==> src/rtl/sock_operand_fifo.sv <==
// sock_operand_fifo: FWFT operand FIFO splitting socket words into din0 (low half) / din1 (high half).
//   clk        system clock
//   rst        synchronous active-low reset
//   sock_data  socket word; sock_valid qualifies it (no backpressure, overflow drops)
//   sock_ready advisory not-full
//   din0/din1  head operands; din_valid/din_ready handshake
//   level      stored entry count; overflow sticky drop flag
//   Optional SOCK_OPERAND_FIFO_STATS_EN adds drop_cnt (saturating) and pop_cnt (wrapping).
module sock_operand_fifo #(
  parameter int DWIDTH_IN = 64,
  parameter int DEPTH     = 8
) (
  input  logic                       clk,
  input  logic                       rst,
  input  logic [DWIDTH_IN-1:0]       sock_data,
  input  logic                       sock_valid,
  output logic                       sock_ready,
  output logic [DWIDTH_IN/2-1:0]     din0,
  output logic [DWIDTH_IN/2-1:0]     din1,
  output logic                       din_valid,
  input  logic                       din_ready,
  output logic [$clog2(DEPTH):0]     level,
  output logic                       overflow
`ifdef SOCK_OPERAND_FIFO_STATS_EN
  ,
  output logic [31:0]                drop_cnt,
  output logic [31:0]                pop_cnt
`endif
);
  localparam int AW = $clog2(DEPTH);
  localparam int LW = AW + 1;
  localparam int HW = DWIDTH_IN / 2;
  localparam logic [LW-1:0] L_FULL = LW'(DEPTH);
  logic [DWIDTH_IN-1:0] r_mem [DEPTH];
  logic [DWIDTH_IN-1:0] r_head;
  logic [AW-1:0]        r_wr, r_rd, w_rd_nxt;
  logic [LW-1:0]        r_level, w_lvl_nxt;
  logic                 r_overflow, w_pop, w_push, w_drop, w_last;
`ifdef SOCK_OPERAND_FIFO_STATS_EN
  logic [31:0]          r_drop_cnt, r_pop_cnt;
  assign drop_cnt = r_drop_cnt;
  assign pop_cnt  = r_pop_cnt;
`endif
  always_comb begin
    w_pop     = (r_level != '0) & din_ready;
    w_push    = sock_valid & ((r_level != L_FULL) | w_pop);
    w_drop    = sock_valid & ~w_push;
    w_rd_nxt  = r_rd + AW'(w_pop);
    // nothing stored remains after this cycle's pop, so a new head can only come from sock_data
    w_last    = r_level == LW'(w_pop);
    w_lvl_nxt = r_level + LW'(w_push) - LW'(w_pop);
  end
  always_ff @(posedge clk)
    if (w_push) r_mem[r_wr] <= sock_data;
  always_ff @(posedge clk) begin
    if (!rst) begin
      r_wr       <= '0;
      r_rd       <= '0;
      r_level    <= '0;
      r_overflow <= 1'b0;
      r_head     <= '0;
`ifdef SOCK_OPERAND_FIFO_STATS_EN
      r_drop_cnt <= '0;
      r_pop_cnt  <= '0;
`endif
    end else begin
      if (w_push) r_wr <= r_wr + AW'(1'b1);
      r_rd    <= w_rd_nxt;
      r_level <= w_lvl_nxt;
      if (w_drop) r_overflow <= 1'b1;
      // registered head: holds its last value once the FIFO runs empty
      if (w_lvl_nxt != '0) r_head <= w_last ? sock_data : r_mem[w_rd_nxt];
`ifdef SOCK_OPERAND_FIFO_STATS_EN
      if (w_drop && r_drop_cnt != '1) r_drop_cnt <= r_drop_cnt + 32'd1;
      if (w_pop) r_pop_cnt <= r_pop_cnt + 32'd1;
`endif
    end
  end
  assign sock_ready = r_level != L_FULL;
  assign din_valid  = r_level != '0;
  assign din0       = r_head[HW-1:0];
  assign din1       = r_head[DWIDTH_IN-1:HW];
  assign level      = r_level;
  assign overflow   = r_overflow;
endmodule

==> config.mk <==
export PLATFORM = sky130hd
export DESIGN_NAME = sock_operand_fifo
export DESIGN_NICKNAME = d
export VERILOG_FILES = /design/src/rtl/sock_operand_fifo.sv
export SDC_FILE = /design/constraint.sdc
export NUM_CORES = 1
export LEC_CHECK = 0
export ABC_CLOCK_PERIOD_IN_PS = 7100
export BUFFER_PORTS_ARGS = -buffer_cell sky130_fd_sc_hd__buf_2
export CORE_MARGIN = 5
export CORE_UTILIZATION = 35
export CTS_BUF_LIST = sky130_fd_sc_hd__clkbuf_16
export CTS_CLUSTER_SIZE = 30
export DETAILED_ROUTE_END_ITERATION = 8
export MAX_ROUTING_LAYER = met4
export PLACE_DENSITY_LB_ADDON = 0.12
export SKIP_CTS_REPAIR_TIMING = 1
export SLEW_MARGIN = 25
export SYNTH_ARGS = -nofsm -noshare
export SYNTH_HDL_FRONTEND = slang
export SYNTH_SLANG_ARGS = --single-unit
export TNS_END_PERCENT = 5
==> constraint.sdc <==
create_clock -name clk -period 7.1 [get_ports clk]
set_input_delay 1.42 -clock clk [delete_from_list [all_inputs] [get_ports clk]]
set_output_delay 1.42 -clock clk [all_outputs]
set_load 0.01 [all_outputs]
==> results of run 1 <==
## report_power, final
part / leakage, nW / switching, mW / total, mW / internal (mW)
registers: 5.27 / 0.142 / 4.21 / 4.07
clock network: 0.995 / 1.36 / 3.15 / 1.79
logic: 2.42 / 1.32 / 2.44 / 1.12
total: 8.68 / 2.82 / 9.80 / 6.98
## through the flow
stage | hold WS, ns | worst slack [ns] | power, mW | instance area (um^2) | cells
floorplan | 0.460 | 0.296 | 6.04 | 22100 | 1031
global placement | 0.447 | 1.73 | 6.79 | 23900 | 1983
detailed placement | 0.456 | 1.64 | 6.81 | 23900 | 1983
CTS | 0.473 | 2.31 | 10.0 | 25900 | 2099
global route | 0.484 | 2.11 | 10.3 | 25900 | 2106
finish | 0.464 | 2.35 | 9.80 | 25900 | 2106
## cell type report
| cell class | count | area, um^2 | share of cell area, % |
|---|---|---|---|
| Inverter | 8 | 30.0 | 0.116 |
| Clock buffer | 61 | 1530 | 5.90 |
| Multi-Input combinational cell | 381 | 4980 | 19.2 |
| Tap cell | 846 | 1060 | 4.09 |
| Clock inverter | 55 | 478 | 1.85 |
| Sequential cell | 587 | 16900 | 65.2 |
| Timing Repair Buffer | 161 | 926 | 3.58 |
| Antenna cell | 7 | 17.5 | 0.0677 |
## critical path, delay by kind of cell
kind                       cells  cell delay [ns]
AOI/OAI and AO/OA              3             0.99
adders and majority gates      3             0.86
and+or+nand+nor                4             1.16
buffers and inverters          4             0.79
## sequential cells by signal, indices dropped and copies added (netlist names)
register	count
r_wr	3
overflow	1
r_rd	3
r_mem	512
r_head	64
level	4
## metal layers
layer  part of all wire, %  track usage (%)  up-vias
met5                     0                -        -
met3                   4.2             2.83       65
met1                    43             19.2     5624
met4                   1.6             3.30        0
met2                    51             26.2      186
li1                      -                -     4666
## Yosys cell counts (all sizes together)
| library cell | count | area, um^2 |
|---|---|---|
| buf | 47 | 302 |
| nand4 | 1 | 21.3 |
| a21boi | 3 | 22.5 |
| xor2 | 2 | 17.5 |
| nand2b | 3 | 18.8 |
| o41a | 1 | 11.3 |
| fa | 1 | 20.0 |
| a21oi | 1 | 5.00 |
| nand2 | 9 | 33.8 |
| ha | 9 | 113 |
| nand4b | 1 | 8.76 |
| clkbuf | 8 | 30.0 |
| nor3 | 2 | 10.0 |
| o21a | 1 | 7.51 |
| and2 | 7 | 43.8 |
| mux4 | 128 | 2880 |
| dfxtp | 75 | 1500 |
| or3 | 1 | 6.26 |
| nor3b | 2 | 15.0 |
| mux2i | 64 | 641 |
| o211ai | 1 | 21.3 |
| xnor2 | 2 | 17.5 |
| a221o | 64 | 641 |
| nand3 | 2 | 15.0 |
| a211o | 1 | 8.76 |
| nor2 | 72 | 278 |
| edfxtp | 512 | 15400 |
| nor2b | 3 | 18.8 |
| inv | 8 | 30.0 |
## cell families (layout without fill, tap and decap cells)
group | Yosys count | count (layout) | share of synthesized area, %
AO/OA/AOI/OAI | 72 | 72 | 3.24
XOR/XNOR | 4 | 4 | 0.158
adder cells (fa/ha/maj) | 10 | 10 | 0.600
buffers and inverters | 63 | 285 | 1.64
flip-flops | 587 | 587 | 76.3
multiplexers | 192 | 192 | 15.9
other | 0 | 7 | 0
AND/OR/NAND/NOR | 103 | 103 | 2.12
## path summary, 6_finish.rpt
kind	to	slack, ns	depth (start not counted)	start
worst min-delay path	overflow$_SDFFE_PN0P_	0.46	1	overflow$_SDFFE_PN0P_
worst max-delay path	r_head[36]$_SDFFE_PN0P_	2.35	14	din_ready
worst max register to register	r_head[36]$_SDFFE_PN0P_	2.65	15	level[2]$_SDFF_PN0_
worst min register to register	overflow$_SDFFE_PN0P_	0.46	1	overflow$_SDFFE_PN0P_
## cell usage in the layout, fill, tap and decap left out, types with 2 or more instances in the layout
cell / Yosys / routed
buf_4: 12 / 18
clkbuf_16: 0 / 61
mux2i_1: 64 / 64
a221o_1: 64 / 64
a21boi_1: 3 / 2
nor2b_1: 3 / 3
nand2_1: 9 / 9
diode_2: 0 / 7
ha_1: 9 / 7
clkinvlp_4: 0 / 9
clkinv_1: 0 / 13
bufinv_16: 0 / 6
nor3b_1: 2 / 2
nor3_2: 0 / 2
clkinv_4: 0 / 2
edfxtp_1: 512 / 512
buf_2: 28 / 138
nand2b_1: 3 / 3
xor2_1: 2 / 2
nor2_1: 71 / 65
mux4_2: 128 / 128
clkinv_2: 0 / 12
ha_4: 0 / 2
and2_1: 7 / 7
dfxtp_1: 75 / 75
buf_12: 0 / 5
inv_1: 7 / 17
nor2_4: 1 / 7
==> impl_metrics.toml, run 1 <==
[synthesis]
yosys_warnings = 0
synth_area_um2 = 22100
avgSynthCellArea_um2 = 21.5
synth_cell_type_count = 35
seq_area_frac_synth_pct = 76.3
synthCells = 1031
syn_nets = 1109
ys_ff_latch = 587

[sta]
period_needed_ns = 4.75
worst_slew_pin_slew_ns = 1.03
finalMaxSlewViolations = 0
max_freq_mhz = 211
hold_viol = 0
fin_crit_sh_pct = 66.9
setup_viol = 0
tns_ns = 0
slew_headroom_pct = 31.3
rsz0062_at_grt = "false"
fin_skew_ns = 0.0189

[cells_and_area]
fill_cells = 5648
final_layout_size_suffix_gt1_share_pct = 31.8
nets = 1278
areaGrowthSynthToFinish_pct = 17.1
final_util_pct = 41.2

[drt]
drt-wirelength-per-cell_um = 24.3
vias = 10500
first_pass_iters = 5
antenna_left = 0
viasPerCell = 5.01
route.detailed.drc = 0
wl_um = 51100
drt-initial-drc-count = 577

[clocking]
htreeDepth = 2
cts_buffers = 61
clk_latency_ns = 0.63
clkSinkCount = 587
cts_root_buf = "clkbuf_16"
cts_buffer_depth = 3
path_clk_slew_ns = 0.06
cts_tree = "built"

[global_route]
grt_pass1_wl_um = 75900
grt_max_degree = 86
antenna_found_initial = 8
overflow = 0
grt_usage_pct = 15.3
grt_pass1_vias = 11500

[die]
die_area_um2 = 68300
die_y_um = 261
core_area_um2 = 62900
pin_count = 139
num_rows = 92
start_util_pct = 35.2
die_x_um = 261

[worst_setup_path]
startpoint_type = "input port"
path_class = "input port to flop"
crit_arrival_ns = 5.25
cp_cell_sequence = "buf_2 > nor2b_1 > o41a_1 > inv_2 > ha_1 > inv_1 > ha_1 > fa_1 > or3_1 > a211o_1 > nand4_4 > buf_4 > nor2_1 > a221o_1"
critPathMaxFanout = 37
worstPathRequired_ns = 7.60
crit_slowest_cell = "nand4_4"
cpPeakStageDelay_ns = 0.56
end_kind = "flop"
crit_top_cell = "ha_1"

[pwr]
leakagePower_nw = 8.68
p_per_area_nw_per_um2 = 379
vdd_drop_max_mv = 0.240

[run]
max_cap_viol_count = 0

[placed_design]
dp_hpwl_um = 26500
gp_routability_congestion = 0.724
portBuffers = 138

[run_status]
status = "finished, final reports clean"

[min_path]
hp-class = "flop to flop"
Note: power is estimated with default switching activity, not from simulation.
==> run 2: changes to the inputs <==
--- a/config.mk
+++ b/config.mk
@@ -5,7 +5,8 @@
 export SDC_FILE = /design/constraint.sdc
 export NUM_CORES = 1
 export LEC_CHECK = 0
-export ABC_CLOCK_PERIOD_IN_PS = 7100
+export ABC_AREA = 1
+export ABC_CLOCK_PERIOD_IN_PS = 4200
 export BUFFER_PORTS_ARGS = -buffer_cell sky130_fd_sc_hd__buf_2
 export CORE_MARGIN = 5
 export CORE_UTILIZATION = 35
==> constraint.sdc (replaced) <==
create_clock -name clk -period 4.2 [get_ports clk]
set_input_delay 0.84 -clock clk [delete_from_list [all_inputs] [get_ports clk]]
set_output_delay 0.84 -clock clk [all_outputs]
set_load 0.01 [all_outputs]
==> run 2 against run 1 <==
Against the previous run:
- worst setup slack got worse by 1.6 ns
- count of clock-buffer cells in the layout increased by 9
- largest cell class unchanged
- synthesized cell count increased by 150%
- final cell count increased by 74%
- critical endpoint is now r_head[47]$_SDFFE_PN0P_
- critical path type is now flop to flop
- sequential cell count unchanged
- area after synthesis increased by 13%
- sequential share of layout area decreased by 6.7 points
- global-route usage increased by 2.0 points
- core utilization decreased by 0.65 points
- cell area increased by 11%
==> impl_metrics.toml, run 2 <==
[run_status]
status = "finished, final reports clean"

[synthesis]
synth_area_um2 = 25000
synth.largest_area_cell = "edfxtp_1"
synth_xor_area_share_pct = 0.0351
synth_flop_cell = "edfxtp_1"
synth.area.top_cells = "edfxtp_1 62%, nand2_1 14%, dfxtp_1 6.0%"
synth-compound-area-share_pct = 2.69
synthSimpleGateAreaFrac_pct = 22.3
syn_nets = 2614
ys_ff_latch = 587
synth_top_family_by_area = "simple AND/OR/NAND/NOR gates"
async_flop_share_pct = 0
synth.area.mux_share_pct = 0
avgSynthCellArea_um2 = 9.84
synthAdderAreaFrac_pct = 0.531
synth_commonest_cells = "927 x nand2_1, 512 x edfxtp_1, 274 x inv_1"
synth_edf_count = 512
synthCells = 2536
seq_area_frac_synth_pct = 67.6
yosys_warnings = 0
synthDominantCellAreaShare_pct = 61.6
synth_cell_type_count = 25
synth.most_common_cell = "nand2_1"

[clocking]
path_clk_slew_ns = 0.06
cts_root_buf = "clkbuf_16"
cts_buffers = 68
cts_buffer_depth = 3
htreeDepth = 3
cts_tree = "built"
clk_latency_ns = 0.59
clkSinkCount = 587

[cells_and_area]
final_cell_mix = "924 x nand2_1, 512 x edfxtp_1, 298 x inv_1"
fill_cells = 6966
seqCellArea_um2 = 16900
largest_reg_flops = 512
largest-register = "r_mem"
final_area_um2 = 28800
multi_input_area_um2 = 6460
areaGrowthSynthToFinish_pct = 15.5
nets = 2733
final_cells = 3659
final_layout_size_suffix_gt1_share_pct = 11.0
layout_commonest_cell = "nand2_1"

[pwr]
pwr-share-seq_pct = 35.1
p_comb_share_pct = 38.6
p_switching_mw = 7.88
vdd_drop_max_mv = 0.676
leakagePower_nw = 12.3
p_clk_share_pct = 26.4
swShare_pct = 39.0
intPower_mw = 12.3
p_per_area_nw_per_um2 = 702

[worst_setup_path]
end_kind = "flop"
path_buf_inv = 3
cp_cell_sequence = "inv_1 > ha_1 > nand2_2 > nand2_1 > nand3_1 > nand2_1 > ha_1 > inv_1 > ha_1 > fa_1 > or2_1 > nor2_4 > nand3_4 > buf_4 > o21ai_0 > nor2_1"
crit_top_cell = "ha_1"
crit_arrival_ns = 3.94
startpoint = "level[3]$_SDFF_PN0_"
crit_slowest_cell = "fa_1"
worstPathRequired_ns = 4.67
critical-path-top-delay-family = "adder cells"
path_class = "flop to flop"
cpPeakStageDelay_ns = 0.47
critPathMaxFanout = 35
startpoint_type = "flop"
worstReg2RegStart = "level[3]$_SDFF_PN0_"

[sta]
slew_headroom_pct = 31.1
fin_crit_sh_pct = 82.5
finalMaxSlewViolations = 0
hold_ws_ns = 0.455
hold_viol = 0
rsz0062_at_grt = "false"
fin_skew_ns = 0.0315
period_needed_ns = 3.46
setup_viol = 0
max_freq_mhz = 289
worst_slew_pin_slew_ns = 1.03
tns_ns = 0

[global_route]
antenna_found_initial = 7
overflow = 0
grt_pass1_wl_um = 100000
grt_max_degree = 191
grt_usage_pct = 17.2
grt_pass1_vias = 16700

[drt]
viasPerCell = 4.65
first_pass_iters = 5
drt-wirelength-per-cell_um = 17.9
antenna_left = 0
drt-initial-drc-count = 1253
vias = 17000
wl_um = 65300
route.detailed.drc = 0

[run]
max_cap_viol_count = 0

[die]
core_area_um2 = 71100
start_util_pct = 35.1
num_rows = 98
pin_count = 139
die_y_um = 277
die_x_um = 277
die_area_um2 = 76800

[placed_design]
dpl_cell_area_um2 = 26800
place_inst = 3535
dp_hpwl_um = 33100
gp_routability_congestion = 0.739
portBuffers = 138

[min_path]
holdCritStartpoint = "overflow$_SDFFE_PN0P_"
hp-class = "flop to flop"
[run 2: cell type report]
cell class,instances,share of cell area (%)
flip-flops and latches,587,58.5
multi-input cells,1541,22.4
clock buffers,70,6.08
repair buffers,180,4.36
well taps,950,4.12
inverters,277,3.63
clock inverters,51,0.859
diodes,3,0.0260
[run 2: final timing paths]
path | endpoint | slack (ns) | cells after the start
worst max-delay path | r_head[47]$_SDFFE_PN0P_ | 0.74 | 16
worst min-delay path | overflow$_SDFFE_PN0P_ | 0.45 | 2
worst max register to register | r_head[47]$_SDFFE_PN0P_ | 0.74 | 16
worst min register to register | overflow$_SDFFE_PN0P_ | 0.45 | 2
[run 2: metrics by stage]
step                      worst slack [ns]  total power [mW]  utilization (%)
final                                0.736              20.2             40.5
after CTS                            0.737              20.6             40.5
after global routing                 0.478              21.8             40.5
after floorplan                      -1.93              12.9                -
after global placement               0.553              15.1             37.7
after detailed placement             0.505              15.2             37.7
[run 2: logic make-up (layout without fill, tap and decap cells)]
kind of cell             count (synthesis)  in the layout
other                                    0              3
XOR/XNOR                                 1              1
AND/OR/NAND/NOR                       1396           1396
adder cells (fa/ha/maj)                 10             10
buffers and inverters                  408            578
flip-flops                             587            587
AO/OA/AOI/OAI                          134            134
[run 2: power groups by stage]
stage	registers, mW	clock network, mW	logic (mW)
2_1_floorplan	7.30	0	5.56
3_3_place_gp	7.22	0	7.86
3_5_place_dp	7.22	0	7.96
4_1_cts	7.10	5.50	7.98
5_1_grt	7.14	5.74	8.91
6_report	7.09	5.33	7.80
[run 2: layer usage]
layer / track usage [%] / wire (um) / up-vias
li1: - / - / 8402
met3: 2.44 / 2490 / 81
met5: - / 0 / -
met2: 29.1 / 31900 / 313
met4: 4.54 / 1160 / 0
met1: 22.1 / 29800 / 8211
[run 2: worst register-to-register path: stages, from the launching register on]
cell and delay, ns:
dfxtp_1 0.36, inv_1 0.06, ha_1 0.21, nand2_2 0.10
nand2_1 0.08, nand3_1 0.15, nand2_1 0.24, ha_1 0.36
inv_1 0.04, ha_1 0.20, fa_1 0.47, or2_1 0.27
nor2_4 0.14, nand3_4 0.12, buf_4 0.28, o21ai_0 0.23
nor2_1 0.06
